**src/rtl/fifo_param_pkg.sv**
```systemverilog
// Shared encodings for the parametrised FIFO: operation-state values and their width.
package fifo_param_pkg;

  localparam int STATE_W = 3;

  typedef enum logic [STATE_W-1:0] {
    ST_INIT    = 3'd0,
    ST_WRITE   = 3'd1,
    ST_WR_ERR  = 3'd2,
    ST_NO_OP   = 3'd3,
    ST_READ    = 3'd4,
    ST_RD_ERR  = 3'd5,
    ST_RDWR    = 3'd6,
    ST_ILLEGAL = 3'd7
  } state_e;

endpackage

```
**src/rtl/fifo_param_ns.sv**
```systemverilog
// Combinational accept decode and next-state for the FIFO; depends only on requests and occupancy.
module fifo_param_ns
  import fifo_param_pkg::*;
#(
  parameter int ADDR_WIDTH = 3
) (
  input  logic                 wr_en,
  input  logic                 rd_en,
  input  logic [ADDR_WIDTH:0]  data_count,
  output logic [STATE_W-1:0]   next_state,
  output logic                 do_write,
  output logic                 do_read,
  output logic                 wr_ack_nx,
  output logic                 wr_err_nx,
  output logic                 rd_ack_nx,
  output logic                 rd_err_nx
);

  localparam int DEPTH = 1 << ADDR_WIDTH;
  localparam logic [ADDR_WIDTH:0] DEPTH_C = DEPTH[ADDR_WIDTH:0];

  logic is_empty, is_full;

  assign is_empty = (data_count == '0);
  assign is_full  = (data_count == DEPTH_C);

  // A write into a full FIFO still lands when a read frees the oldest slot at the same edge.
  assign do_write  = wr_en && (!is_full || rd_en);
  assign do_read   = rd_en && !is_empty;
  assign wr_ack_nx = do_write;
  assign wr_err_nx = wr_en && !do_write;
  assign rd_ack_nx = do_read;
  assign rd_err_nx = rd_en && !do_read;

  always_comb begin
    next_state = ST_NO_OP;
    case ({wr_en, rd_en})
      2'b10:   next_state = do_write ? ST_WRITE : ST_WR_ERR;
      2'b01:   next_state = do_read  ? ST_READ  : ST_RD_ERR;
      2'b11:   next_state = do_read  ? ST_RDWR  : ST_WRITE;
      default: next_state = ST_NO_OP;
    endcase
  end

endmodule

```
**src/rtl/fifo_param.sv**
```systemverilog
// Parametrised single-clock FIFO: storage, pointers, occupancy, flags and debug state register.
module fifo_param
  import fifo_param_pkg::*;
#(
  parameter int DATA_WIDTH = 32,
  parameter int ADDR_WIDTH = 3,
  parameter int AF_LEVEL   = 6,
  parameter int AE_LEVEL   = 2
) (
  input  logic                  clk,
  input  logic                  reset,
  input  logic                  wr_en,
  input  logic                  rd_en,
  input  logic [DATA_WIDTH-1:0] din,
  output logic [DATA_WIDTH-1:0] dout,
  output logic [ADDR_WIDTH:0]   data_count,
  output logic                  full,
  output logic                  empty,
  output logic                  almost_full,
  output logic                  almost_empty,
  output logic                  wr_ack,
  output logic                  wr_err,
  output logic                  rd_ack,
  output logic                  rd_err,
  output logic [2:0]            state
);

  localparam int DEPTH = 1 << ADDR_WIDTH;
  localparam logic [ADDR_WIDTH:0] DEPTH_C = DEPTH[ADDR_WIDTH:0];
  localparam logic [ADDR_WIDTH:0] AF_C    = AF_LEVEL[ADDR_WIDTH:0];
  localparam logic [ADDR_WIDTH:0] AE_C    = AE_LEVEL[ADDR_WIDTH:0];

  logic [DATA_WIDTH-1:0] mem [DEPTH];
  logic [ADDR_WIDTH-1:0] wr_ptr, rd_ptr;
  logic [STATE_W-1:0]    state_q, next_state;
  logic                  do_write, do_read;
  logic                  wr_ack_nx, wr_err_nx, rd_ack_nx, rd_err_nx;

  fifo_param_ns #(.ADDR_WIDTH(ADDR_WIDTH)) u_ns (
    .wr_en      (wr_en),
    .rd_en      (rd_en),
    .data_count (data_count),
    .next_state (next_state),
    .do_write   (do_write),
    .do_read    (do_read),
    .wr_ack_nx  (wr_ack_nx),
    .wr_err_nx  (wr_err_nx),
    .rd_ack_nx  (rd_ack_nx),
    .rd_err_nx  (rd_err_nx)
  );

  // Storage is never cleared; reset only blocks the write that shares its edge.
  always_ff @(posedge clk) begin
    if (!reset && do_write) mem[wr_ptr] <= din;
  end

  always_ff @(posedge clk) begin
    if (reset) begin
      wr_ptr     <= '0;
      rd_ptr     <= '0;
      data_count <= '0;
      dout       <= '0;
    end else begin
      if (do_write) wr_ptr <= wr_ptr + ADDR_WIDTH'(1);
      if (do_read) begin
        rd_ptr <= rd_ptr + ADDR_WIDTH'(1);
        dout   <= mem[rd_ptr];
      end
      case ({do_write, do_read})
        2'b10:   data_count <= data_count + (ADDR_WIDTH+1)'(1);
        2'b01:   data_count <= data_count - (ADDR_WIDTH+1)'(1);
        default: data_count <= data_count;
      endcase
    end
  end

  // State register; next state never depends on the current one, so an illegal value self-clears.
  always_ff @(posedge clk) begin
    if (reset) begin
      state_q <= ST_INIT;
      wr_ack  <= 1'b0;
      wr_err  <= 1'b0;
      rd_ack  <= 1'b0;
      rd_err  <= 1'b0;
    end else begin
      state_q <= next_state;
      wr_ack  <= wr_ack_nx;
      wr_err  <= wr_err_nx;
      rd_ack  <= rd_ack_nx;
      rd_err  <= rd_err_nx;
    end
  end

  assign state        = state_q;
  assign full         = (data_count == DEPTH_C);
  assign empty        = (data_count == '0);
  assign almost_full  = (data_count >= AF_C);
  assign almost_empty = (data_count <= AE_C);

endmodule

```
**config.mk**
```make
export PLATFORM = sky130hd
export DESIGN_NAME = fifo_param
export DESIGN_NICKNAME = d
export VERILOG_FILES = /design/src/rtl/fifo_param_pkg.sv /design/src/rtl/fifo_param_ns.sv /design/src/rtl/fifo_param.sv
export SDC_FILE = /design/constraint.sdc
export NUM_CORES = 1
export LEC_CHECK = 0
export CORE_MARGIN = 2
export CORE_UTILIZATION = 26
export CTS_BUF_LIST = sky130_fd_sc_hd__clkbuf_16
export CTS_CLUSTER_DIAMETER = 120
export DETAILED_ROUTE_END_ITERATION = 10
export SETUP_SLACK_MARGIN = 0.1
export SYNTH_ARGS = -nofsm -noshare
export SYNTH_HDL_FRONTEND = slang
export SYNTH_HIERARCHICAL = 1
export SYNTH_SLANG_ARGS = --single-unit
```
**constraint.sdc**
```tcl
create_clock -name clk -period 7.5 [get_ports clk]
set_input_delay 1.875 -clock clk [delete_from_list [all_inputs] [get_ports clk]]
set_output_delay 1.875 -clock clk [all_outputs]
set_load 0.01 [all_outputs]
```
==> flow_summary_export.csv, run 1 <==
group,metric,value,unit
outcome,status,"finished, final reports clean",
yosys,synth_area,11590,um2
yosys,synth_top_family_by_area,"multiplexers",
yosys,syn-mean-instance-area,20.03,um2
global_routing,antenna_found_initial,1,
critical_path,critPathMaxStageDelay,1.07,ns
cts,cts_buffers,31,
power_and_ir_drop,leakage,4.358,nW
power_and_ir_drop,p_sw_share,27.22,%
yosys,syn_nets,620,
critical_path,reg2reg_from,"data_count[1]",
final_layout,fin_cells,1284,
placement,placed_cells,1226,
sta,fin_crit_sh,54.44,%
cts,clock-sinks,305,
cts,cts_setup_buffers,0,
cts,cts_buffer_depth,3,
power_and_ir_drop,seqPwrFrac,45.1,%
sta,finalHoldViolCount,0,
final_layout,n_fill_cell,4307,
sta,max-slew-margin-rel,11.32,%
yosys,synthArstFlopShare,0,%
hold_path,min_path_type,"flip-flop to flip-flop",
critical_path,startpoint,"rd_en",
final_layout,ff_latch_area,8676,um2
sta,worstMarginPinSlew,1.327,ns
floorplanning,die_h,215.2,um
drt,avgRoutedWirePerCell,18.80,um
floorplanning,pin_count,83,
global_routing,grt_max_degree,67,
sta,rsz0062_at_grt,"no",
critical_path,cp.arrival,4.25,ns
critical_path,end_kind,"flip-flop",
yosys,synth.ff_latch_count,305,
sta,setup_viol,0,
flow_run,drv_cap,0,
sta,hold_ws,0.4832,ns
drt,wl,24.13,mm
yosys,synth_compound_area_share,3.464,%
drt,firstDrtPassIters,4,
yosys,synthTopCellsByArea,"edfxtp_1 66%, mux4_2 12%, dfxtp_1 8.5%",
drt,drc,0,
yosys,yosysTopAreaCellShare,66.30,%
cts,cts_tree,"built",
yosys,synth.area.mux_share,12.92,%
floorplanning,die_area,46300,um2
drt,vias_per_cell,4.319,
critical_path,critPathKind,"input port to flip-flop",
sta,fmax,244.9,MHz
placement,place_congestion,0.6577,
yosys,yosysSeqAreaShare,74.76,%
placement,hpwl,13.44,mm
yosys,synthDistinctLibCells,44,
drt,first_iter_violations,354,
global_routing,grt-ovfl-total,0,
yosys,synthCells,579,
yosys,yosysWarnings,6,
critical_path,cp_cell_sequence,"clkdlybuf4s50_1, nor2b_1, a21boi_0, buf_4, nand2_1, nor2_4",
sta,post-route-min-period,4.083,ns
floorplanning,die_x,215.2,um
power_and_ir_drop,irDropWorstVdd,0.0001674,V
drt,vias,5545,
critical_path,cp_max_fo,32,
sta,clock_skew,0.01180,ns
hold_path,hold_start,"dout[8]",
critical_path,slowest_stage,"nor2_4",
final_layout,drive_gt1_share,23.99,%
power_and_ir_drop,power_density,334.3,nW/um2
critical_path,worst_setup_path_start_kind,"input port",
critical_path,required,7.67,ns
global_routing,grt_pass1_vias,5871,
global_routing,grt_pass1_wl,36.46,mm
floorplanning,initial_core_util,26.28,%
yosys,synth_xor_area_share,0.5288,%
final_layout,area_growth,21.42,%
yosys,yosys_most_used_dff,"edfxtp_1",
cts,ctsResizeCount,0,
floorplanning,rows,77,
power_and_ir_drop,switchingPower,1.281,mW
cts,cts-htree-levels,1,
cts,postCtsHoldBufs,0,
global_routing,grtUsageTotal,10.29,%
sta,drv_slew,0,
power_and_ir_drop,p_int,3.425,mW
cts,clk_pin_slew_worst_paths,0.06,ns
final_layout,diodes,0,
drt,ant_nets,0,
cts,clk_latency,0.56,ns
power_and_ir_drop,pwr-share-comb,22.4,%
floorplanning,core_area,44120,um2
yosys,synthSimpleGateAreaFrac,5.708,%
yosys,synth_fa_ha_area_share,0.5395,%
yosys,synth-edff-count,256,
power_and_ir_drop,clkPwrFrac,32.5,%
cts,root_buffer,"clkbuf_16",
yosys,synth_top_area_cell,"edfxtp_1",
placement,portBuffers,82,
final_layout,multiInputGateArea,2755,um2
final_layout,fin_nets,708,
sta,finalSetupTns,0,ns
-- stage by stage --
step / setup slack (ns) / cell area (um2) / utilization, % / power [mW]
floorplan: 1.224 / 11590 / - / 2.858
global placement: 2.841 / 13050 / 29.57 / 3.239
detailed placement: 2.792 / 13050 / 29.57 / 3.249
CTS: 3.384 / 14080 / 31.91 / 4.784
global route: 3.246 / 14080 / 31.91 / 4.942
finish: 3.417 / 14080 / 31.91 / 4.706
-- path summary, 6_finish.rpt --
| kind | endpoint | slack [ns] | cells after the start |
|---|---|---|---|
| min | dout[8] | 0.48 | 2 |
| min reg2reg | dout[8] | 0.48 | 2 |
| max | mem[6][4] | 3.42 | 6 |
| max reg2reg | dout[22] | 4.57 | 5 |
-- metal layers --
metal | track usage [%] | share of wire (%)
met5 | 0 | 0.046
met4 | 2.138 | 1.5
met1 | 13.74 | 44
met3 | 1.982 | 6.1
met2 | 17.46 | 49
-- placed cells by master, fill, tap and decap left out, types with 3 or more instances in the layout --
master and n:
edfxtp_1 256, clkdlybuf4s50_1 81, mux4_2 60, dfxtp_1 47
nor2_1 42, clkbuf_16 33, o22ai_2 19, nor3_2 19
o22ai_1 14, nor3_1 13, nor2b_1 9, clkinv_1 8
buf_4 8, nand2_1 6, nor2_4 6, inv_1 6
clkinv_2 6, xor2_1 5, ha_1 5, mux4_1 4
a21oi_1 4, nor4_2 3, mux2i_1 3, bufinv_16 3
-- critical path, delay by kind of cell --
kind / cells / cell delay, ns
AO/OA/AOI/OAI: 1 / 0.19
buffers and inverters: 2 / 0.77
AND/OR/NAND/NOR: 3 / 1.37
-- cells by family after synthesis --
logic type | count (synthesis)
muxes | 68
xor gates and xnor gates | 7
DFF | 305
AOI/OAI and AO/OA | 45
and+or+nand+nor | 114
adders and majority gates | 5
buffers and inverters | 35
-- power by group through the flow --
| stage | Clock, mW | Combinational, mW | Sequential [mW] |
|---|---|---|---|
| 5_1_grt | 1.64 | 1.15 | 2.15 |
| 2_1_floorplan | 0 | 0.755 | 2.10 |
| 6_report | 1.53 | 1.05 | 2.12 |
| 3_5_place_dp | 0 | 1.09 | 2.16 |
| 4_1_cts | 1.57 | 1.09 | 2.13 |
| 3_3_place_gp | 0 | 1.08 | 2.16 |
-- flip-flops by register name, indices dropped and copies added, names as in the netlist --
signal	count
rd_ptr	3
data_count	4
rd_err	1
mem	256
state	3
rd_ack	1
wr_ptr	3
wr_ack	1
wr_err	1
dout	32
-- cell usage after synthesis, types with 2 or more instances --
cell      count
edfxtp_1    256
mux4_2       60
dfxtp_1      49
nor2_1       48
nor3_2       19
o22ai_2      19
o22ai_1      14
buf_2        13
nor3_1       13
clkbuf_1     10
nor2b_1      10
nand2_1       7
ha_1          5
xor2_1        5
a21oi_1       4
buf_4         4
mux4_1        4
buf_12        3
mux2i_1       3
nor4_1        3
a21boi_0      2
buf_8         2
nand2b_1      2
nand3b_1      2
o21ai_0       2
xnor2_1       2
-- layout make-up --
type | count | share of cell area [%]
inverters | 1 | 0.02666
well taps | 592 | 5.261
multi-input cells | 239 | 19.57
flip-flops and latches | 305 | 61.62
clock buffers | 33 | 5.866
repair buffers | 89 | 6.186
clock inverters | 25 | 1.466
No activity file was read; power rests on OpenSTA's default activity.
==> inputs of run 2 (changes only) <==
==> constraint.sdc (replaced) <==
create_clock -name clk -period 3.6 [get_ports clk]
set_input_delay 0.9 -clock clk [delete_from_list [all_inputs] [get_ports clk]]
set_output_delay 0.9 -clock clk [all_outputs]
set_load 0.01 [all_outputs]
==> run 2 against run 1 <==
Utilization rose by 0.41 points. Critical endpoint is now data_count[2]. Highest routed layer unchanged. Routed wire length rose by 5.7%. Power is 110% higher. Die area did not move. Critical path type unchanged. Sequential power up 110%. Sequential share of layout area fell by 0.78 points.
==> flow_summary_export.csv, run 2 (synthesis gave the netlist of run 1 again) <==
group,metric,value,unit
cts,root_buffer,"clkbuf_16",
final_layout,fin_nets,731,
sta,finalHoldViolCount,0,
sta,finalSetupTns,0,ns
power_and_ir_drop,clkPwrFrac,32.8,%
power_and_ir_drop,power_density,696.9,nW/um2
sta,drv_slew,0,
drt,wl,25.51,mm
drt,vias_per_cell,4.361,
placement,place_congestion,0.6658,
power_and_ir_drop,irDropWorstVdd,0.0003194,V
power_and_ir_drop,leakage,4.455,nW
sta,post-route-min-period,2.863,ns
critical_path,endpoint,"data_count[2]",
final_layout,fin_cells,1305,
flow_run,drv_cap,0,
cts,cts_buffer_depth,3,
placement,hpwl,14.91,mm
final_layout,drive_gt1_share,26.37,%
cts,clk_pin_slew_worst_paths,0.06,ns
final_layout,area_growth,22.98,%
global_routing,grt_use_met2,18.23,%
floorplanning,die_h,215.2,um
final_layout,top_register,"mem",
final_layout,n_fill_cell,4291,
critical_path,slowest_stage,"clkdlybuf4s50_1",
final_layout,largest_register_ffs,256,
critical_path,end_kind,"flip-flop",
floorplanning,pin_count,83,
floorplanning,initial_core_util,26.28,%
cts,cts_tree,"built",
outcome,status,"finished, final reports clean",
critical_path,cp.arrival,3.29,ns
placement,placed_cells,1246,
critical_path,startpoint,"rd_en",
hold_path,min_path_type,"flip-flop to flip-flop",
sta,fmax,349.3,MHz
power_and_ir_drop,p_sw_share,27.50,%
sta,max-slew-margin-rel,31.62,%
power_and_ir_drop,p_int,7.204,mW
drt,ant_nets,0,
power_and_ir_drop,pwr-share-comb,22.6,%
sta,fin_crit_sh,79.53,%
floorplanning,die_x,215.2,um
cts,cts-htree-levels,2,
final_layout,fin_util,32.32,%
final_layout,top_regs,"mem (256), dout (32), data_count (4)",
final_layout,diodes,0,
final_layout,layout_commonest_cell,"edfxtp_1",
power_and_ir_drop,switchingPower,2.733,mW
global_routing,grt_use_met1,14.32,%
global_routing,grtUsageTotal,10.97,%
critical_path,required,4.03,ns
cts,clock-sinks,305,
sta,setup_viol,0,
placement,portBuffers,82,
floorplanning,rows,77,
sta,rsz0062_at_grt,"no",
critical_path,r2r_end,"data_count[2]",
critical_path,cp_cell_sequence,"clkdlybuf4s50_1, nor2b_1, a21boi_0, inv_1, ha_1, xor2_1, ha_1, a21oi_1, xor2_1, or3_1, a21oi_1",
global_routing,grt_max_degree,67,
final_layout,final_cell_mix,"256 x edfxtp_1, 81 x clkdlybuf4s50_1, 60 x mux4_2",
critical_path,rrSetupSlack,1.05,ns
critical_path,critPathKind,"input port to flip-flop",
sta,worstMarginPinSlew,1.026,ns
power_and_ir_drop,seqPwrFrac,44.6,%
global_routing,antenna_found_initial,3,
drt,first_iter_violations,327,
drt,drc,0,
critical_path,critPathMaxStageDelay,0.58,ns
global_routing,grt-ovfl-total,0,
floorplanning,core_area,44120,um2
cts,cts_buffers,34,
global_routing,grtUsageMet3,2.732,%
critical_path,worst_setup_path_start_kind,"input port",
critical_path,ff2ff_path_depth,10,
cts,ctsResizeCount,0,
global_routing,grt-busiest-layer,"met2",
drt,firstDrtPassIters,6,
cts,cts_setup_buffers,0,
cts,clk_latency,0.50,ns
global_routing,grt_pass1_vias,5956,
cts,postCtsHoldBufs,0,
floorplanning,die_area,46300,um2
sta,clock_skew,0.02044,ns
drt,vias,5691,
critical_path,cp_max_fo,7,
critical_path,reg2reg_from,"data_count[1]",
global_routing,grt_pass1_wl,38.22,mm
drt,avgRoutedWirePerCell,19.55,um
-- run 2: cell type report --
cell class              count  area [um2]  area share, %
multi-input cells         239        2773          19.44
well taps                 592       740.7          5.194
repair buffers            109        1021          7.160
inverters                   1       3.754        0.02632
flip-flops and latches    305        8676          60.84
clock inverters            24       170.2          1.193
clock buffers              35       875.8          6.142
-- run 2: power by group through the flow --
stage	logic, mW	registers [mW]	clock network (mW)
floorplan	1.58	4.38	0
global placement	2.29	4.52	0
detailed placement	2.31	4.53	0
CTS	2.31	4.45	3.36
global route	2.44	4.49	3.49
finish	2.24	4.43	3.26
-- run 2: worst min path at each step --
stage	slack, ns	cells past startpoint	start	end
2_1_floorplan	0.49	2	rd_ptr[2]	rd_ptr[2]
3_3_place_gp	0.47	2	dout[3]	dout[3]
3_5_place_dp	0.47	2	dout[12]	dout[12]
4_1_cts	0.48	2	dout[12]	dout[12]
5_1_grt	0.51	2	dout[12]	dout[12]
6_report	0.48	2	dout[9]	dout[9]
-- run 2: critical path: cells and delay by family --
family | cells | cell delay, ns
adder cells (fa/ha/maj) | 2 | 0.48
XOR/XNOR | 2 | 0.26
AO/OA/AOI/OAI | 3 | 0.58
buffers and inverters | 2 | 0.69
AND/OR/NAND/NOR | 2 | 0.39
-- run 2: layer usage --
| metal | routed length [um] | share of wire, % |
|---|---|---|
| met3 | 1225 | 4.8 |
| met4 | 438 | 1.7 |
| met1 | 11270 | 44 |
| met2 | 12530 | 49 |
| met5 | 46 | 0.18 |
-- run 2: stage by stage --
step | cell area [um2] | hold slack [ns] | worst slack [ns] | power (mW)
after detailed placement | 13210 | 0.4699 | 0.2151 | 6.832
after global routing | 14260 | 0.5051 | 0.5109 | 10.42
after global placement | 13210 | 0.4674 | 0.2101 | 6.810
after CTS | 14260 | 0.4818 | 0.7264 | 10.12
after floorplan | 11620 | 0.4919 | 0.01065 | 5.959
final | 14260 | 0.4776 | 0.7369 | 9.938
